**src/rtl/uart_rx_controller.sv**
```systemverilog
`timescale 1ns/1ps
// UART receive sequencer: synchronizes rx_in, times mid-bit samples from a runtime
// baud divisor, shifts DATA_BITS LSB-first, checks the stop bit and hands the byte off via valid/ready.
module uart_rx_controller #(
  parameter int DATA_BITS   = 8,
  parameter int SYNC_STAGES = 2,
  parameter int DIV_W       = 32
) (
  input  logic                 clk,
  input  logic                 rst,
  input  logic                 rx_en,
  input  logic                 rx_in,
  input  logic [DIV_W-1:0]     baud_divisor,
  input  logic                 rx_ready,
  input  logic                 clr_err,
  output logic [DATA_BITS-1:0] rx_data,
  output logic                 rx_valid,
  output logic                 frame_err,
  output logic                 overrun,
  output logic                 busy
);

  localparam int               BIT_W    = (DATA_BITS > 1) ? $clog2(DATA_BITS) : 1;
  localparam logic [DIV_W-1:0] DIV_MIN  = DIV_W'(4);
  localparam logic [BIT_W-1:0] LAST_BIT = BIT_W'(DATA_BITS - 1);

  typedef enum logic [1:0] {
    ST_IDLE,
    ST_START,
    ST_DATA,
    ST_STOP
  } state_t;

  state_t                 state;
  state_t                 state_next;
  logic [SYNC_STAGES-1:0] sync_q;
  logic                   rx_s;
  logic                   rx_s_d;
  logic                   fall;
  logic [DIV_W-1:0]       div_eff;
  logic [DIV_W-1:0]       div_q;
  logic [DIV_W-1:0]       cnt;
  logic [DIV_W-1:0]       target;
  logic                   tick;
  logic [BIT_W-1:0]       bit_idx;
  logic [DATA_BITS-1:0]   shreg;

  logic start_frame;
  logic start_ok;
  logic shift_en;
  logic load_byte;
  logic set_overrun;
  logic set_frame_err;

  // NOTE: the synchronizer resets to 1 (idle line) so leaving reset never looks like a start bit.
  always_ff @(posedge clk or posedge rst) begin
    if (rst) begin
      sync_q <= '1;
      rx_s_d <= 1'b1;
    end else begin
      sync_q <= {sync_q[SYNC_STAGES-2:0], rx_in};
      rx_s_d <= rx_s;
    end
  end

  assign rx_s    = sync_q[SYNC_STAGES-1];
  assign fall    = !rx_s && rx_s_d;
  assign div_eff = (baud_divisor < DIV_MIN) ? DIV_MIN : baud_divisor;

  // Start bit is checked half a bit in; every later sample is one full bit apart.
  assign target = (state == ST_START) ? (div_q >> 1) : div_q;
  assign tick   = (cnt == target - DIV_W'(1));
  assign busy   = (state != ST_IDLE);

  // NOTE: state and all other flops below use non-blocking assignments only.
  always_ff @(posedge clk or posedge rst) begin
    if (rst) begin
      state <= ST_IDLE;
    end else begin
      state <= state_next;
    end
  end

  // NOTE: every output of this block gets a default first so no latch is inferred.
  always_comb begin
    state_next    = state;
    start_frame   = 1'b0;
    start_ok      = 1'b0;
    shift_en      = 1'b0;
    load_byte     = 1'b0;
    set_overrun   = 1'b0;
    set_frame_err = 1'b0;
    if (!rx_en) begin
      state_next = ST_IDLE;
    end else begin
      case (state)
        ST_IDLE: begin
          if (fall) begin
            state_next  = ST_START;
            start_frame = 1'b1;
          end
        end
        ST_START: begin
          if (tick) begin
            if (rx_s) begin
              state_next = ST_IDLE;
            end else begin
              state_next = ST_DATA;
              start_ok   = 1'b1;
            end
          end
        end
        ST_DATA: begin
          if (tick) begin
            shift_en = 1'b1;
            if (bit_idx == LAST_BIT) begin
              state_next = ST_STOP;
            end
          end
        end
        ST_STOP: begin
          if (tick) begin
            state_next = ST_IDLE;
            if (!rx_s) begin
              set_frame_err = 1'b1;
            end else if (rx_valid) begin
              set_overrun = 1'b1;
            end else begin
              load_byte = 1'b1;
            end
          end
        end
        default: state_next = ST_IDLE;
      endcase
    end
  end

  always_ff @(posedge clk or posedge rst) begin
    if (rst) begin
      cnt     <= '0;
      div_q   <= '0;
      bit_idx <= '0;
      shreg   <= '0;
    end else begin
      cnt <= (state == ST_IDLE || state_next == ST_IDLE || tick) ? '0 : cnt + DIV_W'(1);
      if (start_frame) begin
        div_q <= div_eff;
      end
      if (start_ok) begin
        bit_idx <= '0;
      end else if (shift_en) begin
        bit_idx <= bit_idx + BIT_W'(1);
      end
      if (shift_en) begin
        shreg <= {rx_s, shreg[DATA_BITS-1:1]};
      end
    end
  end

  always_ff @(posedge clk or posedge rst) begin
    if (rst) begin
      rx_data   <= '0;
      rx_valid  <= 1'b0;
      frame_err <= 1'b0;
      overrun   <= 1'b0;
    end else begin
      if (load_byte) begin
        rx_data  <= shreg;
        rx_valid <= 1'b1;
      end else if (rx_valid && rx_ready) begin
        rx_valid <= 1'b0;
      end
      // A set event in the same cycle as clr_err leaves the flag set.
      if (set_frame_err) begin
        frame_err <= 1'b1;
      end else if (clr_err) begin
        frame_err <= 1'b0;
      end
      if (set_overrun) begin
        overrun <= 1'b1;
      end else if (clr_err) begin
        overrun <= 1'b0;
      end
    end
  end

endmodule

```
**config.mk**
```make
export PLATFORM = sky130hd
export DESIGN_NAME = uart_rx_controller
export DESIGN_NICKNAME = d
export VERILOG_FILES = /design/src/rtl/uart_rx_controller.sv
export SDC_FILE = /design/constraint.sdc
export NUM_CORES = 1
export LEC_CHECK = 0
export BUFFER_PORTS_ARGS = -buffer_cell sky130_fd_sc_hd__buf_2
export CORE_MARGIN = 4
export CORE_UTILIZATION = 35
export CTS_CLUSTER_SIZE = 24
export DETAILED_ROUTE_END_ITERATION = 12
export PLACE_DENSITY = 0.61
export SLEW_MARGIN = 25
export SYNTH_ARGS = -nofsm -noshare
export SYNTH_HDL_FRONTEND = slang
export SYNTH_SLANG_ARGS = --single-unit
```
**constraint.sdc**
```tcl
create_clock -name clk -period 5.2 [get_ports clk]
set_clock_uncertainty 0.05 [all_clocks]
set_input_delay 1.04 -clock clk [delete_from_list [all_inputs] [get_ports clk]]
set_output_delay 1.04 -clock clk [all_outputs]
set_load 0.05 [all_outputs]
```
**Word-level counts from Yosys, hierarchy flattened**

Index checks and enable logic that the tools add are counted.

- Register bits after elaboration: 91
- Output and inout bits: 12
- Logic and storage cells: 72

- Add/sub/neg operators: 3
- Order comparisons: 1
- Eq/ne operators: 5
- Mux-type cells: 40
- Reductions and logical operators: 12

Operators by type and width:

| kind | number |
|---|---|
| 32-bit 2-to-1 mux | 3 |
| 32-bit by 1-bit adder with 32-bit output, second input constant | 1 |
| 32-bit == test | 1 |
| 32-bit by 3-bit < comparator with 1-bit output, second input constant | 1 |
| 32-bit by 1-bit subtractor with 32-bit output, second input constant | 1 |
| 1-bit 2-to-1 mux | 27 |
| 2-bit 2-to-1 mux | 7 |
| 2-bit nonzero test | 5 |
| 2-bit one-hot mux with 4 select lines | 1 |
| 3-bit 2-to-1 mux | 2 |
| 2-bit == test, second input constant | 2 |
| 2-bit logical NOT | 2 |
| 3-bit by 1-bit adder with 3-bit output, second input constant | 1 |
| 3-bit == test, second input constant | 1 |
| 2-bit by 1-bit == test with 1-bit output, second input constant | 1 |
| 1-bit logical AND | 2 |
| 1-bit logical OR | 2 |
| 1-bit logical NOT | 1 |

**Logic depth before layout (Yosys ltp)**

- Word-level depth: 11
- Depth in mapped cells: 18

**Worst setup path after synthesis**

Ideal clock, no wire load.

- Path kind: register -> register
- Start: reg state[1]
- End: reg rx_data[0]
- Setup time: 0.125 ns
- Arrival: 4.502 ns
- Data required time: 5.025 ns
- Slack: 0.523 ns
- Stages on the path, launching flop included: 17
- Path buffers: 4
- Period minus slack after synthesis: 4.677 ns
- Path through: dfrtp_1 -> nor2b_1 -> clkbuf_1 -> buf_1 -> clkbuf_1 -> mux2i_1 -> ha_1 -> nand2b_1 -> buf_1 -> a2111o_1 -> a2111oi_0 -> xnor2_1 -> nand4_1 -> nor4_1 -> nand2_1 -> nor4_4 -> mux2_2

- Longest elaborated chain between the ends: 7

RTL lines:

| what | RTL line | text |
|---|---|---|
| from (decl) | 34 | `state_t state;` |
| from (signal assigned) | 80 | `state <= state_next;` |
| 2-bit by 1-bit == test with 1-bit output | 71 | `assign target = (state == ST_START) ? (div_q >> 1) : div_q;` |
| 32-bit 2-to-1 mux | 71 |  |
| 32-bit by 1-bit subtractor with 32-bit output | 72 | `assign tick = (cnt == target - DIV_W'(1));` |
| 32-bit == test | 72 |  |
| 1-bit 2-to-1 mux | 122 | `if (tick) begin` |
| 1-bit 2-to-1 mux (*) | 96 | `case (state)` |
| 1-bit 2-to-1 mux (*) | 93 | `if (!rx_en) begin` |
| to (signal assigned) | 168 | `rx_data <= shreg;` |
| to (decl) | 16 | `output logic [DATA_BITS-1:0] rx_data,` |

Mark *: on every way between the ends. The rest lies on a longest branch, timed or not.
A chain may end at the register's enable or synchronous reset.

**Worst setup path after layout**

- Start: reg state[0]
- End: reg rx_data[1]

The elaborated chain is that of the path after synthesis.

==> flow_metrics.env <==
export IMPL_floorplan_core_area_um2=15800
export IMPL_wl_per_cell_um=16.7
export IMPL_gp_congestion=0.936
export IMPL_drt_drc_violations_left=0
export IMPL_total_negative_setup_slacks_ns=0
export IMPL_timing_worst_slew_pin_value_ns=1.00
export IMPL_path_cells="nand2b_1, buf_4, nor2_1, a21oi_1, ha_1, nand2b_1, a2111o_1, a2111oi_0, xnor2_1, nand4_1, nor4_1, nand2_1, nor4_4, mux2_2"
export IMPL_cts_tree="done"
export IMPL_dieArea_um2=18200
export IMPL_die_h_um=135
export IMPL_dpl_hpwl_mm=10.4
export IMPL_wirelength_mm=13.9
export IMPL_cts_htree_levels=3
export IMPL_chipWidth_um=135
export IMPL_critPathArrivalTime_ns=5.05
export IMPL_start_util_pct=35.7
export IMPL_count_of_synthesis_stage_warnings_from_yosys=0
export IMPL_synth_edf_count=0
export IMPL_share_of_final_layout_standard_cells_stronger_than_drive_strength_1_pct=23.7
export IMPL_detail_route_first_pass_iterations=5
export IMPL_number_of_antenna_cells_inserted=0
export IMPL_sink_count_of_the_clock_tree=91
export IMPL_post_route_period_util_pct=93.4
export IMPL_clock_power_share_pct=33.5
export IMPL_critical_path_most_common_cell="sky130_fd_sc_hd__nand2b_1"
export IMPL_synth_main_ff_cell="sky130_fd_sc_hd__dfrtp_1"
export IMPL_first_pass_grt_wire_length_mm=23.3
export IMPL_area_growth_pct=13.5
export IMPL_vias=4475
export IMPL_net_switching_w=0.000660
export IMPL_swShare_pct=33.5
export IMPL_syn_instance_count=569
export IMPL_finalNetCount=650
export IMPL_regToRegEndpoint="rx_data[1]"
export IMPL_grt_start_max_net_pins=51
export IMPL_num_io_pins=50
export IMPL_avgViaCountPerCell=5.40
export IMPL_min_path_type="flip-flop to flip-flop"
export IMPL_cp_slowest_cell="sky130_fd_sc_hd__nor4_4"
export IMPL_place_area_um2=6110
export IMPL_drt_first_iter_violations=387
export IMPL_total_leakage_power_nw=2.66
export IMPL_synth_lib_cells_used_distinct=64
export IMPL_fmax_ghz=0.206
export IMPL_r2r_slack_ns=0.34
export IMPL_crit_fanout=16
export IMPL_setup_worst_path_class="flip-flop to flip-flop"
export IMPL_cts_hold_buf=0
export IMPL_buffer_ports_inserted=49
export IMPL_drv_cap=0
export IMPL_power_frac_seq_pct=44.9
export IMPL_required_ns=5.39
export IMPL_start_kind="flip-flop"
export IMPL_slew_headroom_pct=32.6
export IMPL_postRouteAntennaNets=0
export IMPL_grt_pass1_vias=4465
export IMPL_post_route_min_period_ns=4.86
export IMPL_worstSetupEndpoint="rx_data[1]"
export IMPL_clock_tree_buffer_depth=2
export IMPL_critical_path_endpoint_type="flip-flop"
export IMPL_grt_setup_unrepaired="no"
export IMPL_power_combinational_fraction_pct=21.6
export IMPL_timing_critical_path_slowest_cell_delay_ns=0.60
export IMPL_grt_overflow=0
export IMPL_synthesis_nets=611
export IMPL_setup_viol=0
export IMPL_worst_r2r_path_depth=14
export IMPL_status="completed"
export IMPL_max_vdd_ir_drop_mv=0.151
export IMPL_preCtsSetupSlack_ns=0.355
export IMPL_total_global_route_track_usage_pct=16.0
export IMPL_internal_power_w=0.00131
export IMPL_flip_flop_and_latch_count_after_synthesis=91
export IMPL_min_setup_slack_post_route_ns=0.344
export IMPL_worstSkewPairLatency_ns=0.36
export IMPL_post_cts_setup_buffers=0
export IMPL_sequential_fraction_of_the_synthesis_area_pct=40.4
export IMPL_crit_start="state[0]"
export IMPL_clock_root_buffer="sky130_fd_sc_hd__clkbuf_16"
export IMPL_finish_utilization_pct=40.5
export IMPL_ys_async_sr_fraction_pct=100
export IMPL_yosys_area_top_type_share_pct=39.0
export IMPL_rows=46
export IMPL_rr_startpoint="state[0]"
export IMPL_finalInstanceArea_um2=6410
export IMPL_synth_area_top_cells="sky130_fd_sc_hd__dfrtp_1 39%, sky130_fd_sc_hd__mux2_2 9.6%, sky130_fd_sc_hd__xor2_1 6.0%, sky130_fd_sc_hd__xnor2_1 5.3%, sky130_fd_sc_hd__nor2_1 3.7%"
export IMPL_cts_made_buffers=9
export IMPL_post_synth_instance_area_um2=5650
export IMPL_drv_slew=0
export IMPL_final_hold_violation_count=0
export IMPL_cts_reportedPaths_clkPinSlew_ns=0.08
export IMPL_synth_largest_area_cell="sky130_fd_sc_hd__dfrtp_1"
export IMPL_post_cts_resized=0
export IMPL_syn_mean_instance_area_um2=9.93
export IMPL_antenna_found_initial=0
export IMPL_pwr_dens_nw_per_um2=307
## power groups by stage
stage	sequential [W]	clock, W	combinational, W
floorplan	0.000830	0	0.000369
global placement	0.000893	0	0.000416
global route	0.000897	0.000705	0.000472
finish	0.000885	0.000660	0.000424
CTS	0.000880	0.000685	0.000426
detailed placement	0.000893	0	0.000423
## cells in the final DEF, fill, tap and decap left out, drive strengths merged, types with 3 or more instances in the layout
cell type	count
nor2b	6
a2111oi	9
a21oi	23
and3	12
a21o	3
a211o	3
dfstp	3
or3	7
o311a	3
nand2b	7
o2111ai	3
mux2	48
or2	3
nand3	18
inv	17
ha	4
o21ai	13
a31oi	5
or4	6
nor4	17
buf	58
and3b	3
nor2	55
xnor2	34
a211oi	8
dfrtp	88
nor3	9
mux2i	19
xor2	39
nand2	33
clkbuf	9
a22o	5
nand4	12
## routing by layer
layer  global-route usage [%]  wire (µm)  vias to the layer above  share of wire, %
met5                        0          0                        -                 0
met4                     5.10        251                        0               1.8
met3                     3.76        706                       19               5.1
met2                     24.6       6240                      120                45
met1                     22.4       6680                     2195                48
li1                         -          -                     2141                 -
## synth_stat cells, types with 5 or more instances
cell                        instances
sky130_fd_sc_hd__nor2_1            55
sky130_fd_sc_hd__or4_1              6
sky130_fd_sc_hd__inv_1             12
sky130_fd_sc_hd__nor4_1            15
sky130_fd_sc_hd__mux2_2            48
sky130_fd_sc_hd__a211oi_1           8
sky130_fd_sc_hd__mux2i_1           19
sky130_fd_sc_hd__a21oi_1           23
sky130_fd_sc_hd__nand4_1           12
sky130_fd_sc_hd__nor2b_1            6
sky130_fd_sc_hd__and3_1            11
sky130_fd_sc_hd__xnor2_1           34
sky130_fd_sc_hd__nand2_1           33
sky130_fd_sc_hd__nand2b_1           7
sky130_fd_sc_hd__a22o_1             5
sky130_fd_sc_hd__a2111oi_0          7
sky130_fd_sc_hd__nor3_1             8
sky130_fd_sc_hd__or3_1              5
sky130_fd_sc_hd__dfrtp_1           88
sky130_fd_sc_hd__nand3_1           18
sky130_fd_sc_hd__xor2_1            39
sky130_fd_sc_hd__o21ai_0           13
sky130_fd_sc_hd__clkbuf_1          20
sky130_fd_sc_hd__a31oi_1            5
## cell type report
| class | instances | area, µm² |
|---|---|---|
| flip-flops and latches | 91 | 2280 |
| inverters | 12 | 46.3 |
| fillers | 1570 | 9420 |
| well taps | 216 | 270 |
| clock inverters | 7 | 73.8 |
| clock buffers | 9 | 225 |
| multi-input cells | 436 | 3200 |
| repair buffers | 58 | 313 |
## per-stage QoR
stage,instances,hold slack [ns],power (W)
after detailed placement,813,0.297,0.00132
after global placement,813,0.298,0.00131
after floorplan,569,0.295,0.00120
after global routing,829,0.312,0.00207
final,829,0.308,0.00197
after CTS,829,0.309,0.00199
## cells by family (layout without fill, tap and decap cells)
logic type | after synthesis | in the layout | share of synthesized area (%)
buf+inv | 42 | 86 | 3.14
simple gates | 200 | 200 | 19.2
mux | 67 | 67 | 12.9
xor+xnor | 73 | 73 | 11.3
flops | 91 | 91 | 40.4
compound gates | 92 | 92 | 12.2
fa+ha+maj | 4 | 4 | 0.886
## critical path: cells and delay by family, from the launching register on
kind	cells	cell delay [ns]
compound gates	3	1.13
mux	1	0.40
simple gates	7	1.97
flops	1	0.57
fa+ha+maj	1	0.22
xor+xnor	1	0.19
buf+inv	1	0.21
## registers in the layout (all words and copies together), names as in the netlist
signal     cells
rx_s_d         1
div_q         32
frame_err      1
overrun        1
cnt           32
rx_valid       1
shreg          8
bit_idx        3
rx_data        8
sync_q         2
state          2
## how the worst min path moves through the flow
stage	start	endpoint	slack [ns]	cells past startpoint
3_5_place_dp	sync_q[0]	sync_q[1]	0.30	0
6_report	sync_q[0]	sync_q[1]	0.31	0
3_3_place_gp	sync_q[0]	sync_q[1]	0.30	0
5_1_grt	sync_q[0]	sync_q[1]	0.31	0
2_1_floorplan	sync_q[0]	sync_q[1]	0.30	0
4_1_cts	sync_q[0]	sync_q[1]	0.31	0
Power figures use the tool's default switching activity.
